==> src/rtl/core_dbg_hub_pkg.sv <==
// Shared types and constants for the multi-hart debug hub.
// Holds the abstract-register FSM states, cmderr codes and regno bounds.
package core_dbg_pkg;

  typedef enum logic [2:0] {
    AR_IDLE  = 3'd0,
    AR_CHECK = 3'd1,
    AR_ISSUE = 3'd2,
    AR_WAIT  = 3'd3,
    AR_DONE  = 3'd4
  } ar_state_e;

  localparam logic [2:0] CMDERR_NONE       = 3'd0;
  localparam logic [2:0] CMDERR_BUSY       = 3'd1;
  localparam logic [2:0] CMDERR_NOTSUP     = 3'd2;
  localparam logic [2:0] CMDERR_TIMEOUT    = 3'd3;
  localparam logic [2:0] CMDERR_HALTRESUME = 3'd4;

  localparam logic [15:0] CSR_MAX  = 16'h0FFF;
  localparam logic [15:0] GPR_BASE = 16'h1000;
  localparam logic [15:0] GPR_MAX  = 16'h101F;

  // CSRs and GPRs form one contiguous window starting at regno 0.
  function automatic logic regno_supported(input logic [15:0] ad);
    return (ad <= GPR_MAX);
  endfunction

endpackage

==> src/rtl/core_dbg_hub_if.sv <==
// Debug-module side bus of the hub: hart selection, run control and
// abstract-register command/status.
interface core_dbg_hub_if #(
  parameter int HARTSEL_W = 4
);

  logic [HARTSEL_W-1:0] dm_hartsel;
  logic                 dm_haltreq;
  logic                 dm_resumereq;
  logic                 dm_ar_en;
  logic                 dm_ar_wr;
  logic [15:0]          dm_ar_ad;
  logic [31:0]          dm_ar_do;
  logic                 dm_ar_err_clr;
  logic [31:0]          dm_ar_di;
  logic                 dm_ar_done;
  logic                 dm_ar_busy;
  logic [2:0]           dm_ar_err;
  logic                 dm_anyhalted;
  logic                 dm_allhalted;
  logic                 dm_anyrunning;
  logic                 dm_allrunning;
  logic                 dm_anyresumeack;
  logic                 dm_allresumeack;

  modport master (
    output dm_hartsel, dm_haltreq, dm_resumereq,
    output dm_ar_en, dm_ar_wr, dm_ar_ad, dm_ar_do, dm_ar_err_clr,
    input  dm_ar_di, dm_ar_done, dm_ar_busy, dm_ar_err,
    input  dm_anyhalted, dm_allhalted, dm_anyrunning, dm_allrunning,
    input  dm_anyresumeack, dm_allresumeack
  );

  modport slave (
    input  dm_hartsel, dm_haltreq, dm_resumereq,
    input  dm_ar_en, dm_ar_wr, dm_ar_ad, dm_ar_do, dm_ar_err_clr,
    output dm_ar_di, dm_ar_done, dm_ar_busy, dm_ar_err,
    output dm_anyhalted, dm_allhalted, dm_anyrunning, dm_allrunning,
    output dm_anyresumeack, dm_allresumeack
  );

endinterface

==> src/rtl/core_dbg_hub_ar_seq.sv <==
// Abstract-register command sequencer: latches a DM command, validates it,
// strobes the selected hart and reports done/busy/cmderr with a timeout.
module core_dbg_ar_seq
  import core_dbg_pkg::*;
#(
  parameter int NUM_HARTS  = 4,
  parameter int HARTSEL_W  = 4,
  parameter int AR_TIMEOUT = 16
) (
  input  logic                      clk,
  input  logic                      reset_n,
  input  logic [HARTSEL_W-1:0]      hartsel,
  input  logic                      ar_en,
  input  logic                      ar_wr,
  input  logic [15:0]               ar_ad,
  input  logic [31:0]               ar_do,
  input  logic                      err_clr,
  output logic [31:0]               ar_di,
  output logic                      ar_done,
  output logic                      ar_busy,
  output logic [2:0]                ar_err,
  input  logic [NUM_HARTS-1:0]      hart_halted,
  input  logic [NUM_HARTS-1:0]      hart_ar_done,
  input  logic [32*NUM_HARTS-1:0]   hart_ar_di,
  output logic [NUM_HARTS-1:0]      hart_ar_en,
  output logic                      hart_ar_wr,
  output logic [15:0]               hart_ar_ad,
  output logic [31:0]               hart_ar_do
);

  localparam int CNT_W = (AR_TIMEOUT > 2) ? $clog2(AR_TIMEOUT) : 1;

  ar_state_e             state_r;
  ar_state_e             state_n_s;
  logic [HARTSEL_W-1:0]  sel_r;
  logic                  wr_r;
  logic [15:0]           ad_r;
  logic [31:0]           do_r;
  logic [CNT_W-1:0]      cnt_r;
  logic [CNT_W-1:0]      cnt_n_s;
  logic [2:0]            err_r;
  logic [2:0]            err_n_s;
  logic [2:0]            fsm_err_s;
  logic                  fsm_err_set_s;
  logic                  latch_s;
  logic                  capture_s;
  logic [31:0]           di_r;
  logic                  done_r;
  logic                  busy_r;
  logic [NUM_HARTS-1:0]  hart_en_r;
  logic [NUM_HARTS-1:0]  sel_oh_s;
  logic [31:0]           sel_di_s;
  logic                  sel_exists_s;
  logic                  sel_halted_s;
  logic                  sel_done_s;

  // Decode the latched hart index; an out-of-range index yields an all-zero one-hot.
  always_comb begin
    sel_oh_s = '0;
    sel_di_s = 32'd0;
    for (int i = 0; i < NUM_HARTS; i++) begin
      sel_oh_s[i] = (sel_r == HARTSEL_W'(i));
      sel_di_s    = sel_di_s | (hart_ar_di[32*i +: 32] & {32{sel_oh_s[i]}});
    end
  end

  assign sel_exists_s = |sel_oh_s;
  assign sel_halted_s = |(sel_oh_s & hart_halted);
  assign sel_done_s   = |(sel_oh_s & hart_ar_done);

  // Next-state and per-state actions of the command FSM.
  always_comb begin
    state_n_s     = state_r;
    cnt_n_s       = cnt_r;
    fsm_err_s     = CMDERR_NONE;
    fsm_err_set_s = 1'b0;
    latch_s       = 1'b0;
    capture_s     = 1'b0;
    case (state_r)
      AR_IDLE: begin
        if (ar_en && (err_r == CMDERR_NONE)) begin
          state_n_s = AR_CHECK;
          latch_s   = 1'b1;
        end else begin
          state_n_s = AR_IDLE;
        end
      end
      AR_CHECK: begin
        if (!sel_exists_s) begin
          state_n_s     = AR_DONE;
          fsm_err_s     = CMDERR_HALTRESUME;
          fsm_err_set_s = 1'b1;
        end else if (!sel_halted_s) begin
          state_n_s     = AR_DONE;
          fsm_err_s     = CMDERR_HALTRESUME;
          fsm_err_set_s = 1'b1;
        end else if (!regno_supported(ad_r)) begin
          state_n_s     = AR_DONE;
          fsm_err_s     = CMDERR_NOTSUP;
          fsm_err_set_s = 1'b1;
        end else begin
          state_n_s = AR_ISSUE;
        end
      end
      AR_ISSUE: begin
        if (sel_done_s) begin
          state_n_s = AR_DONE;
          capture_s = ~wr_r;
        end else begin
          state_n_s = AR_WAIT;
          cnt_n_s   = CNT_W'(1);
        end
      end
      AR_WAIT: begin
        if (sel_done_s) begin
          state_n_s = AR_DONE;
          capture_s = ~wr_r;
        end else if (cnt_r == CNT_W'(AR_TIMEOUT - 1)) begin
          state_n_s     = AR_DONE;
          fsm_err_s     = CMDERR_TIMEOUT;
          fsm_err_set_s = 1'b1;
        end else begin
          cnt_n_s = cnt_r + CNT_W'(1);
        end
      end
      AR_DONE: begin
        state_n_s = AR_IDLE;
      end
      default: begin
        state_n_s = AR_IDLE;
      end
    endcase
  end

  // Sticky cmderr: a freshly detected error overrides a simultaneous clear.
  always_comb begin
    err_n_s = err_r;
    if (fsm_err_set_s) begin
      err_n_s = fsm_err_s;
    end else if (ar_en && (state_r != AR_IDLE) && (err_r == CMDERR_NONE)) begin
      err_n_s = CMDERR_BUSY;
    end else if (err_clr) begin
      err_n_s = CMDERR_NONE;
    end else begin
      err_n_s = err_r;
    end
  end

  // State, command latch and registered status outputs.
  always_ff @(posedge clk) begin
    if (!reset_n) begin
      state_r   <= AR_IDLE;
      sel_r     <= '0;
      wr_r      <= 1'b0;
      ad_r      <= 16'd0;
      do_r      <= 32'd0;
      cnt_r     <= '0;
      err_r     <= CMDERR_NONE;
      di_r      <= 32'd0;
      done_r    <= 1'b0;
      busy_r    <= 1'b0;
      hart_en_r <= '0;
    end else begin
      state_r   <= state_n_s;
      cnt_r     <= cnt_n_s;
      err_r     <= err_n_s;
      done_r    <= (state_n_s == AR_DONE);
      busy_r    <= (state_n_s != AR_IDLE);
      hart_en_r <= (state_n_s == AR_ISSUE) ? sel_oh_s : '0;
      if (latch_s) begin
        sel_r <= hartsel;
        wr_r  <= ar_wr;
        ad_r  <= ar_ad;
        do_r  <= ar_do;
      end else if (state_n_s == AR_IDLE) begin
        wr_r  <= 1'b0;
        ad_r  <= 16'd0;
        do_r  <= 32'd0;
      end
      if (capture_s) begin
        di_r <= sel_di_s;
      end
    end
  end

  assign ar_di      = di_r;
  assign ar_done    = done_r;
  assign ar_busy    = busy_r;
  assign ar_err     = err_r;
  assign hart_ar_en = hart_en_r;
  assign hart_ar_wr = wr_r;
  assign hart_ar_ad = ad_r;
  assign hart_ar_do = do_r;

endmodule

==> src/rtl/core_dbg_hub.sv <==
// Multi-hart debug hub: routes halt/resume to the selected hart, summarises
// per-hart run state and delegates abstract register access to core_dbg_ar_seq.
module core_dbg_hub
  import core_dbg_pkg::*;
#(
  parameter int NUM_HARTS  = 4,
  parameter int HARTSEL_W  = 4,
  parameter int AR_TIMEOUT = 16
) (
  input  logic                     clk,
  input  logic                     reset_n,
  core_dbg_hub_if.slave            dm,
  output logic [NUM_HARTS-1:0]     hart_haltreq,
  output logic [NUM_HARTS-1:0]     hart_resumereq,
  input  logic [NUM_HARTS-1:0]     hart_halted,
  input  logic [NUM_HARTS-1:0]     hart_running,
  input  logic [NUM_HARTS-1:0]     hart_resumeack,
  output logic [NUM_HARTS-1:0]     hart_ar_en,
  output logic                     hart_ar_wr,
  output logic [15:0]              hart_ar_ad,
  output logic [31:0]              hart_ar_do,
  input  logic [32*NUM_HARTS-1:0]  hart_ar_di,
  input  logic [NUM_HARTS-1:0]     hart_ar_done
);

  logic [NUM_HARTS-1:0] dm_sel_oh_s;
  logic [NUM_HARTS-1:0] resume_issue_s;
  logic [NUM_HARTS-1:0] haltreq_r;
  logic [NUM_HARTS-1:0] resumereq_r;
  logic [NUM_HARTS-1:0] resumeack_r;

  // Live decode of the DM hart select; nonexistent harts decode to zero.
  always_comb begin
    dm_sel_oh_s = '0;
    for (int i = 0; i < NUM_HARTS; i++) begin
      dm_sel_oh_s[i] = (dm.dm_hartsel == HARTSEL_W'(i));
    end
  end

  assign resume_issue_s = dm.dm_resumereq ? (dm_sel_oh_s & hart_halted) : '0;

  // Halt/resume routing and sticky resumeack; a new resume clears stale acks.
  always_ff @(posedge clk) begin
    if (!reset_n) begin
      haltreq_r   <= '0;
      resumereq_r <= '0;
      resumeack_r <= '0;
    end else begin
      haltreq_r   <= dm.dm_haltreq ? dm_sel_oh_s : '0;
      resumereq_r <= resume_issue_s;
      resumeack_r <= (resumeack_r | hart_resumeack) & ~resume_issue_s;
    end
  end

  assign hart_haltreq   = haltreq_r;
  assign hart_resumereq = resumereq_r;

  assign dm.dm_anyhalted    = |hart_halted;
  assign dm.dm_allhalted    = &hart_halted;
  assign dm.dm_anyrunning   = |hart_running;
  assign dm.dm_allrunning   = &hart_running;
  assign dm.dm_anyresumeack = |resumeack_r;
  assign dm.dm_allresumeack = &resumeack_r;

  core_dbg_ar_seq #(
    .NUM_HARTS  (NUM_HARTS),
    .HARTSEL_W  (HARTSEL_W),
    .AR_TIMEOUT (AR_TIMEOUT)
  ) u_ar_seq (
    .clk          (clk),
    .reset_n      (reset_n),
    .hartsel      (dm.dm_hartsel),
    .ar_en        (dm.dm_ar_en),
    .ar_wr        (dm.dm_ar_wr),
    .ar_ad        (dm.dm_ar_ad),
    .ar_do        (dm.dm_ar_do),
    .err_clr      (dm.dm_ar_err_clr),
    .ar_di        (dm.dm_ar_di),
    .ar_done      (dm.dm_ar_done),
    .ar_busy      (dm.dm_ar_busy),
    .ar_err       (dm.dm_ar_err),
    .hart_halted  (hart_halted),
    .hart_ar_done (hart_ar_done),
    .hart_ar_di   (hart_ar_di),
    .hart_ar_en   (hart_ar_en),
    .hart_ar_wr   (hart_ar_wr),
    .hart_ar_ad   (hart_ar_ad),
    .hart_ar_do   (hart_ar_do)
  );

endmodule
==> src/flat_wrapper.sv <==
// flat-port wrapper written by rule: the top's interface ports become plain ports
module core_dbg_hub_flat import core_dbg_pkg::*;
#(
  parameter int NUM_HARTS  = 4,
  parameter int HARTSEL_W  = 4,
  parameter int AR_TIMEOUT = 16
)
  (clk, reset_n, hart_haltreq, hart_resumereq, hart_halted, hart_running, hart_resumeack, hart_ar_en, hart_ar_wr, hart_ar_ad, hart_ar_do, hart_ar_di, hart_ar_done, dm_dm_hartsel, dm_dm_haltreq, dm_dm_resumereq, dm_dm_ar_en, dm_dm_ar_wr, dm_dm_ar_ad, dm_dm_ar_do, dm_dm_ar_err_clr, dm_dm_ar_di, dm_dm_ar_done, dm_dm_ar_busy, dm_dm_ar_err, dm_dm_anyhalted, dm_dm_allhalted, dm_dm_anyrunning, dm_dm_allrunning, dm_dm_anyresumeack, dm_dm_allresumeack);
  core_dbg_hub_if #(.HARTSEL_W(HARTSEL_W)) dm_i ();
  input  logic clk;
  input  logic reset_n;
  output logic [NUM_HARTS-1:0] hart_haltreq;
  output logic [NUM_HARTS-1:0] hart_resumereq;
  input  logic [NUM_HARTS-1:0] hart_halted;
  input  logic [NUM_HARTS-1:0] hart_running;
  input  logic [NUM_HARTS-1:0] hart_resumeack;
  output logic [NUM_HARTS-1:0] hart_ar_en;
  output logic hart_ar_wr;
  output logic [15:0] hart_ar_ad;
  output logic [31:0] hart_ar_do;
  input  logic [32*NUM_HARTS-1:0] hart_ar_di;
  input  logic [NUM_HARTS-1:0] hart_ar_done;
  input wire logic [$bits(dm_i.dm_hartsel)-1:0] dm_dm_hartsel;
  input wire logic [$bits(dm_i.dm_haltreq)-1:0] dm_dm_haltreq;
  input wire logic [$bits(dm_i.dm_resumereq)-1:0] dm_dm_resumereq;
  input wire logic [$bits(dm_i.dm_ar_en)-1:0] dm_dm_ar_en;
  input wire logic [$bits(dm_i.dm_ar_wr)-1:0] dm_dm_ar_wr;
  input wire logic [$bits(dm_i.dm_ar_ad)-1:0] dm_dm_ar_ad;
  input wire logic [$bits(dm_i.dm_ar_do)-1:0] dm_dm_ar_do;
  input wire logic [$bits(dm_i.dm_ar_err_clr)-1:0] dm_dm_ar_err_clr;
  output wire logic [$bits(dm_i.dm_ar_di)-1:0] dm_dm_ar_di;
  output wire logic [$bits(dm_i.dm_ar_done)-1:0] dm_dm_ar_done;
  output wire logic [$bits(dm_i.dm_ar_busy)-1:0] dm_dm_ar_busy;
  output wire logic [$bits(dm_i.dm_ar_err)-1:0] dm_dm_ar_err;
  output wire logic [$bits(dm_i.dm_anyhalted)-1:0] dm_dm_anyhalted;
  output wire logic [$bits(dm_i.dm_allhalted)-1:0] dm_dm_allhalted;
  output wire logic [$bits(dm_i.dm_anyrunning)-1:0] dm_dm_anyrunning;
  output wire logic [$bits(dm_i.dm_allrunning)-1:0] dm_dm_allrunning;
  output wire logic [$bits(dm_i.dm_anyresumeack)-1:0] dm_dm_anyresumeack;
  output wire logic [$bits(dm_i.dm_allresumeack)-1:0] dm_dm_allresumeack;
  assign dm_i.dm_hartsel = dm_dm_hartsel;
  assign dm_i.dm_haltreq = dm_dm_haltreq;
  assign dm_i.dm_resumereq = dm_dm_resumereq;
  assign dm_i.dm_ar_en = dm_dm_ar_en;
  assign dm_i.dm_ar_wr = dm_dm_ar_wr;
  assign dm_i.dm_ar_ad = dm_dm_ar_ad;
  assign dm_i.dm_ar_do = dm_dm_ar_do;
  assign dm_i.dm_ar_err_clr = dm_dm_ar_err_clr;
  assign dm_dm_ar_di = dm_i.dm_ar_di;
  assign dm_dm_ar_done = dm_i.dm_ar_done;
  assign dm_dm_ar_busy = dm_i.dm_ar_busy;
  assign dm_dm_ar_err = dm_i.dm_ar_err;
  assign dm_dm_anyhalted = dm_i.dm_anyhalted;
  assign dm_dm_allhalted = dm_i.dm_allhalted;
  assign dm_dm_anyrunning = dm_i.dm_anyrunning;
  assign dm_dm_allrunning = dm_i.dm_allrunning;
  assign dm_dm_anyresumeack = dm_i.dm_anyresumeack;
  assign dm_dm_allresumeack = dm_i.dm_allresumeack;
  core_dbg_hub #(.NUM_HARTS(NUM_HARTS), .HARTSEL_W(HARTSEL_W), .AR_TIMEOUT(AR_TIMEOUT)) u_core (.clk(clk), .reset_n(reset_n), .dm(dm_i), .hart_haltreq(hart_haltreq), .hart_resumereq(hart_resumereq), .hart_halted(hart_halted), .hart_running(hart_running), .hart_resumeack(hart_resumeack), .hart_ar_en(hart_ar_en), .hart_ar_wr(hart_ar_wr), .hart_ar_ad(hart_ar_ad), .hart_ar_do(hart_ar_do), .hart_ar_di(hart_ar_di), .hart_ar_done(hart_ar_done));
endmodule
==> config.mk <==
export PLATFORM = sky130hd
export DESIGN_NAME = core_dbg_hub_flat
export DESIGN_NICKNAME = d
export VERILOG_FILES = /design/src/rtl/core_dbg_hub_pkg.sv /design/src/rtl/core_dbg_hub_if.sv /design/src/rtl/core_dbg_hub_ar_seq.sv /design/src/rtl/core_dbg_hub.sv /design/src/flat_wrapper.sv
export SDC_FILE = /design/constraint.sdc
export NUM_CORES = 1
export LEC_CHECK = 0
export CAP_MARGIN = 20
export CORE_ASPECT_RATIO = 0.9
export CORE_MARGIN = 2
export CORE_UTILIZATION = 34
export DETAILED_ROUTE_END_ITERATION = 10
export GPL_TIMING_DRIVEN = 0
export HOLD_SLACK_MARGIN = 0.03
export PLACE_DENSITY = 0.77
export SLEW_MARGIN = 40
export SYNTH_ARGS = -nofsm -noshare
export SYNTH_HDL_FRONTEND = slang
export SYNTH_SLANG_ARGS = --single-unit
==> constraint.sdc <==
create_clock -name clk -period 1.9 [get_ports clk]
set_clock_uncertainty 0.15 [all_clocks]
set_input_delay 0.38 -clock clk [delete_from_list [all_inputs] [get_ports clk]]
set_output_delay 0.38 -clock clk [all_outputs]
set_load 0.02 [all_outputs]
=== Word-level counts from Yosys, hierarchy flattened ===
Index checks and enable logic that the tools add are counted.

* Bits of input ports: 203
* Bits in registers: 113

* Equal/unequal tests: 15
* Reduce and logical (&&, ||, !) cells: 26
* Multiplexer cells: 38
* $add $sub $neg: 1
* Bitwise logic cells: 14
* Magnitude comparators: 1

{| class="wikitable"
|+ Operators with widths
! operator !! count
|-
| AND 32 bit || 4
|-
| bitwise OR 32 bit || 3
|-
| 2-to-1 mux 32 bit || 2
|-
| 2-to-1 mux 3 bit || 11
|-
| 2-to-1 mux 16 bit || 2
|-
| OR reduction 4 bit || 6
|-
| AND 4 bit || 4
|-
| equality test 4 x 2 -> 1 bit (second input constant) || 4
|-
| <= comparator 16 x 13 -> 1 bit (second input constant) || 1
|-
| 2-to-1 mux 4 bit || 4
|-
| AND reduction 4 bit || 4
|-
| 2-to-1 mux 1 bit || 12
|-
| case mux 3 bit (4 select lines) || 1
|-
| equality test 3 x 2 -> 1 bit (second input constant) || 3
|-
| zero test 3 bit || 3
|-
| nonzero test 3 bit || 3
|-
| equality test 4 x 1 -> 1 bit (second input constant) || 2
|-
| zero test 4 bit || 2
|-
| case mux 4 bit (2 select lines) || 1
|-
| 2-to-1 mux 2 bit || 3
|-
| inequality test 2 bit (second input constant) || 3
|-
| case mux 3 bit (2 select lines) || 1
|-
| adder 4 x 1 -> 4 bit (second input constant) || 1
|-
| equality test 4 bit (second input constant) || 1
|-
| 10 further kinds || 14
|}

=== Logic depth before layout (Yosys ltp) ===
* Depth in word-level cells: 9
* Mapped depth: 7
* Depth with buffers taken out: 5

=== Modules after synthesis ===
From an unflattened synthesis, not the netlist that was laid out.

* Cell total of the unflattened synthesis: 491
* Area total of the unflattened synthesis: 4,964.8 sq um

{| class="wikitable"
|+ By module, submodules not included
! module !! instances !! area an instance (sq um) !! cells each
|-
| core_dbg_ar_seq || 1 || 4,505.6 || 450
|-
| core_dbg_hub || 1 || 459.2 || 41
|}

=== Least setup slack after synthesis ===
Ideal clock, no wire load.

* Path type: register to register
* Start point: register u_core.u_ar_seq.sel_r[0]
* End point: register u_core.u_ar_seq.di_r[23] (netlist: u_core.u_ar_seq.ar_di[23])
* Buffers on the path: 3
* Cell stages (with the launch flop): 8
* Arrival: 1,591 ps
* Setup slack: 16 ps
* Library setup time: 142 ps
* Required time: 1,608 ps
* Cell sequence: dfxtp_1 -> buf_6 -> or3b_4 -> o22ai_4 -> and2_4 -> buf_8 -> buf_12 -> a311oi_2

* Longest elaborated chain between the ends: 5
* Elaborated cells on any way between the ends: 15
* Classes of those cells: eq/ne: 3; mux: 2; bitwise: 8; reduce/logical: 2

{| class="wikitable"
|+ RTL lines
! what !! RTL line !! RTL
|-
| start: declaration || core_dbg_hub_ar_seq.sv:35 || <nowiki>logic [HARTSEL_W-1:0] sel_r;</nowiki>
|-
| start signal: assignment || core_dbg_hub_ar_seq.sv:171 || <nowiki>sel_r <= hartsel;</nowiki>
|-
| equality test 4 x 1 -> 1 bit, or another cell as far along || core_dbg_hub_ar_seq.sv:62 || <nowiki>sel_oh_s[i] = (sel_r == HARTSEL_W'(i));</nowiki>
|-
| AND 4 bit or AND 32 bit (tied branches) || core_dbg_hub_ar_seq.sv:69, core_dbg_hub_ar_seq.sv:63 ||
|-
| OR reduction 4 bit or bitwise OR 32 bit (tied branches) || core_dbg_hub_ar_seq.sv:69, core_dbg_hub_ar_seq.sv:63 ||
|-
| 2-to-1 mux 1 bit or bitwise OR 32 bit (tied branches) || core_dbg_hub_ar_seq.sv:106, core_dbg_hub_ar_seq.sv:115, core_dbg_hub_ar_seq.sv:63 ||
|-
| 2-to-1 mux 1 bit or bitwise OR 32 bit (tied branches) || n/a ||
|-
| end signal: assignment || core_dbg_hub_ar_seq.sv:181 || <nowiki>di_r <= sel_di_s;</nowiki>
|-
| end: declaration || core_dbg_hub_ar_seq.sv:47 || <nowiki>logic [31:0] di_r;</nowiki>
|}

Parallel ways exist; a longest one is shown, timed or not.
A chain may end at the register's enable or synchronous reset.

=== Final worst setup path ===
* Start point: register u_core.u_ar_seq.ad_r[8] (netlist: u_core.u_ar_seq.hart_ar_ad[8])
* End point: register u_core.u_ar_seq.state_r[2]

* Longest elaborated chain between the ends: 5

{| class="wikitable"
|+ RTL lines
! what !! RTL line !! RTL
|-
| start: declaration || core_dbg_hub_ar_seq.sv:37 || <nowiki>logic [15:0] ad_r;</nowiki>
|-
| start signal: assignment || core_dbg_hub_ar_seq.sv:173 || <nowiki>ad_r <= ar_ad;</nowiki>
|-
| <= comparator 16 x 13 -> 1 bit || core_dbg_hub_pkg.sv:25 || <nowiki>return (ad <= GPR_MAX);</nowiki>
|-
| 2-to-1 mux 3 bit || core_dbg_hub_ar_seq.sv:97 || <nowiki>end else if (!regno_supported(ad_r)) begin</nowiki>
|-
| 2-to-1 mux 3 bit || core_dbg_hub_ar_seq.sv:93 || <nowiki>end else if (!sel_halted_s) begin</nowiki>
|-
| 2-to-1 mux 3 bit || core_dbg_hub_ar_seq.sv:89 || <nowiki>if (!sel_exists_s) begin</nowiki>
|-
| case mux 3 bit (4 select lines) || core_dbg_hub_ar_seq.sv:79 || <nowiki>case (state_r)</nowiki>
|-
| end signal: assignment || core_dbg_hub_ar_seq.sv:164 || <nowiki>state_r <= state_n_s;</nowiki>
|-
| end: declaration || core_dbg_hub_ar_seq.sv:33 || <nowiki>ar_state_e state_r;</nowiki>
|}

No other way between the ends.

==> impl_metrics.ini <==
[sta]
max_slew_margin = 0.511
setup_viol = 23
finalCriticalPeriod_ps = 2110
hold_violations = 0
holdWs_ps = 216
worst_slew_pin_slew_ps = 734
finalSetupTns_ps = -1870
fin_crit_sh = 1.11
rsz0062_at_grt = true
fin_ws_ps = -207
fmax_mhz = 475
slew_violations = 0

[power]
p_leak_nw = 4.29
power_density_mw_per_mm2 = 925
ir_drop_mv = 0.637

[floorplanning]
die_x_microns = 132
rows = 41
die_y_microns = 119
dieArea_sq_mm = 0.0157
ioPinCount = 307
core_area_sq_mm = 0.0142
start_util = 0.352

[drt]
drtPass1Iterations = 5
route.detailed.drc = 0
wirelength_microns = 21600
postRouteAntennaNets = 0
vias_per_cell = 5.23
via_count = 5937
routedWlPerCell_microns = 19.1
detailedRoute.firstIterationViolations = 442

[global_route]
grt_max_degree = 17
track_usage = 0.259
antenna_found_initial = 0
grt_pass1_vias = 5770
grt_overflow = 0
grt_pass1_wl_microns = 31600

[critical_path]
cp_max_fo = 4
start_kind = flip-flop
reg2reg_depth = 7
critPathLaunch = u_core.u_ar_seq.hart_ar_ad[8]$_SDFFE_PN0P_
r2r_slack_ps = -210
r2r_end = u_core.u_ar_seq.state_r[2]$_SDFF_PN0_
cp.required_ps = 2040
setup.worst_path.class = flip-flop to flip-flop
end_kind = flip-flop
cp-endpoint = u_core.u_ar_seq.state_r[2]$_SDFF_PN0_
arrival_ps = 2250
r2r-start = u_core.u_ar_seq.hart_ar_ad[8]$_SDFFE_PN0P_

[clock_network]
cts_tree = yes
numClockSinks = 113
cts_max_level = 4
clk_pin_slew_ps = 50
cts_made_buffers = 17
clk_latency_ps = 410
clk_path_buf_depth = 2
root_buffer = clkbuf_16

[logic_synthesis]
synthMuxAreaShare = 0.0100
synth_nets = 767
synth-simple-area-share = 0.176
synthCells = 563
synth_top_family_by_area = compound AO/OA/AOI/OAI gates
yosysWarnings = 0
syn-mean-instance-area_sq_um = 8.86
yosys-top-cells-area = dfxtp_1 (45%), a22oi_1 (9.8%), a21oi_1 (9.0%), nand2_1 (8.8%), a311oi_2 (4.2%)
ys.flop_type = dfxtp_1
ys_seq_area_frac = 0.454
synth_area_leader_cell = dfxtp_1
synth_edf_count = 0
ys_ff_latch = 113
synthAdderAreaFrac = 0.00251
synth_compound_area_frac = 0.300
synth_top_area_share = 0.454
synth_area_sq_mm = 0.00499
synth-xor-area-share = 0
synthArstFlopShare = 0
ys_types = 49

[layout]
syn_to_final_growth_pct = 97.7
antenna_cells = 0
multi_input_area_sq_mm = 0.00271
final_nets = 1134
stdcell_area_sq_mm = 0.00986
seq_area_sq_mm = 0.00228
layout-drive-gt1-share = 0.219
fillCellCount = 1097

[hold_path]
worstHoldPathType = primary input to flip-flop

[run_status]
failed_checks = setup timing
status = finished with violations

[run]
maxCapViolCount = 0

[placement]
post-place-ws_ps = -817
numPortBuffers = 306
dp_hpwl_microns = 15200
place_area_sq_mm = 0.00829
gp_congestion = 0.877
worst max-delay path, cell delays in order, from the launching register on:
cell     delay (ps)
dfxtp_2         320
or4_4           540
o41ai_4         210
buf_4           180
buf_4           110
buf_4           110
a21oi_2          80
o31a_1          280
per-layer routing:
layer	global-route usage	wire, microns
met1	0.324	9020
met4	0.0822	421
met3	0.0656	1420
met2	0.439	10800
met5	0	0
cells in the mapped netlist (all sizes together), types with 3 or more instances:
| cell type | count |
|---|---|
| a31oi | 3 |
| or3b | 3 |
| or3 | 3 |
| nand2b | 4 |
| nand2 | 117 |
| a21oi | 90 |
| dfxtp | 113 |
| buf | 13 |
| o22ai | 3 |
| a311oi | 32 |
| mux2i | 5 |
| a22oi | 65 |
| o21ai | 6 |
| nand3 | 4 |
| nand4 | 3 |
| and4 | 5 |
| nor2 | 10 |
| or4 | 4 |
| and2 | 3 |
| clkbuf | 36 |
| inv | 3 |
| nor3 | 9 |
| nor2b | 8 |
cells in the final DEF (no fill, tap or decap), drive strengths merged, types with 2 or more instances in the layout:
master	n
o22ai	3
nand4	3
nand2b	4
dfxtp	113
clkdlybuf4s15	4
a22oi	65
clkinv	5
a311oi	32
or4	4
nor2b	8
nand2	117
inv	3
o21ai	6
mux2i	5
and4	5
nor3	9
a31oi	3
and3	2
dlygate4sd2	63
o31a	2
clkbuf	51
or3	3
clkdlybuf4s50	209
o32ai	2
nor3b	2
nand3	4
a211oi	2
bufinv	4
or3b	3
and2	3
a21oi	90
dlymetal6s2s	27
nor2	10
buf	64
what timing repair did:
item                                    CTS  global route
setup buffers                            23            20
endpoints found under the setup margin  160           126
pin swaps                                37            16
gates resized for setup                 171           102
gates cloned                              6             1
hold buffers                              0             0
endpoints found under the hold margin     0             0
worst min path at each step:
stage	cells past startpoint	start	slack [ps]	endpoint
2_1_floorplan	2	u_core.u_ar_seq.cnt_r[1]$_SDFFE_PN0P_	300	u_core.u_ar_seq.cnt_r[1]$_SDFFE_PN0P_
3_3_place_gp	2	u_core.u_ar_seq.hart_ar_ad[0]$_SDFFE_PN0P_	290	u_core.u_ar_seq.hart_ar_ad[0]$_SDFFE_PN0P_
3_5_place_dp	2	u_core.u_ar_seq.hart_ar_ad[1]$_SDFFE_PN0P_	300	u_core.u_ar_seq.hart_ar_ad[1]$_SDFFE_PN0P_
4_1_cts	2	hart_halted[1]	230	u_core.resumeack_r[1]$_SDFF_PN0_
5_1_grt	2	hart_halted[1]	220	u_core.resumeack_r[1]$_SDFF_PN0_
6_report	2	hart_halted[1]	220	u_core.resumeack_r[1]$_SDFF_PN0_
metrics by stage:
step	util	total power [mW]	std cells
2_1_floorplan	-	3.91	563
3_3_place_gp	0.586	5.00	1062
3_5_place_dp	0.586	5.02	1062
4_1_cts	0.668	8.91	1120
5_1_grt	0.696	9.47	1135
6_report	0.696	9.12	1135
power breakdown:
group | internal (mW) | switching, mW | total, mW
clock | 2.32 | 1.11 | 3.43
sequential | 2.55 | 0.132 | 2.68
combinational | 1.51 | 1.50 | 3.01
sequential cells by signal (all words and copies together), names as in the netlist:
signal and flops:
u_core.u_ar_seq.ar_di 32, u_core.u_ar_seq.hart_ar_do 32, u_core.u_ar_seq.hart_ar_ad 16, u_core.hart_haltreq 4
u_core.hart_resumereq 4, u_core.resumeack_r 4, u_core.u_ar_seq.cnt_r 4, u_core.u_ar_seq.hart_ar_en 4
u_core.u_ar_seq.sel_r 4, u_core.u_ar_seq.ar_err 3, u_core.u_ar_seq.state_r 3, u_core.u_ar_seq.ar_busy 1
u_core.u_ar_seq.ar_done 1, u_core.u_ar_seq.hart_ar_wr 1
logic make-up after synthesis:
logic type | Yosys count
AND/OR/NAND/NOR | 181
flip-flops | 113
buffers and inverters | 52
multiplexers | 5
adder cells (fa/ha/maj) | 1
AO/OA/AOI/OAI | 211
final cells by class:
| class | instances | share of cell area |
|---|---|---|
| plain buffers | 43 | 0.0362 |
| clock buffers | 21 | 0.0487 |
| clock inverters | 10 | 0.0159 |
| inverters | 3 | 0.00114 |
| multi-input cells | 398 | 0.275 |
| flip-flops and latches | 113 | 0.231 |
| well taps | 193 | 0.0245 |
| repair buffers | 354 | 0.367 |
(Power assumes the default switching activity.)
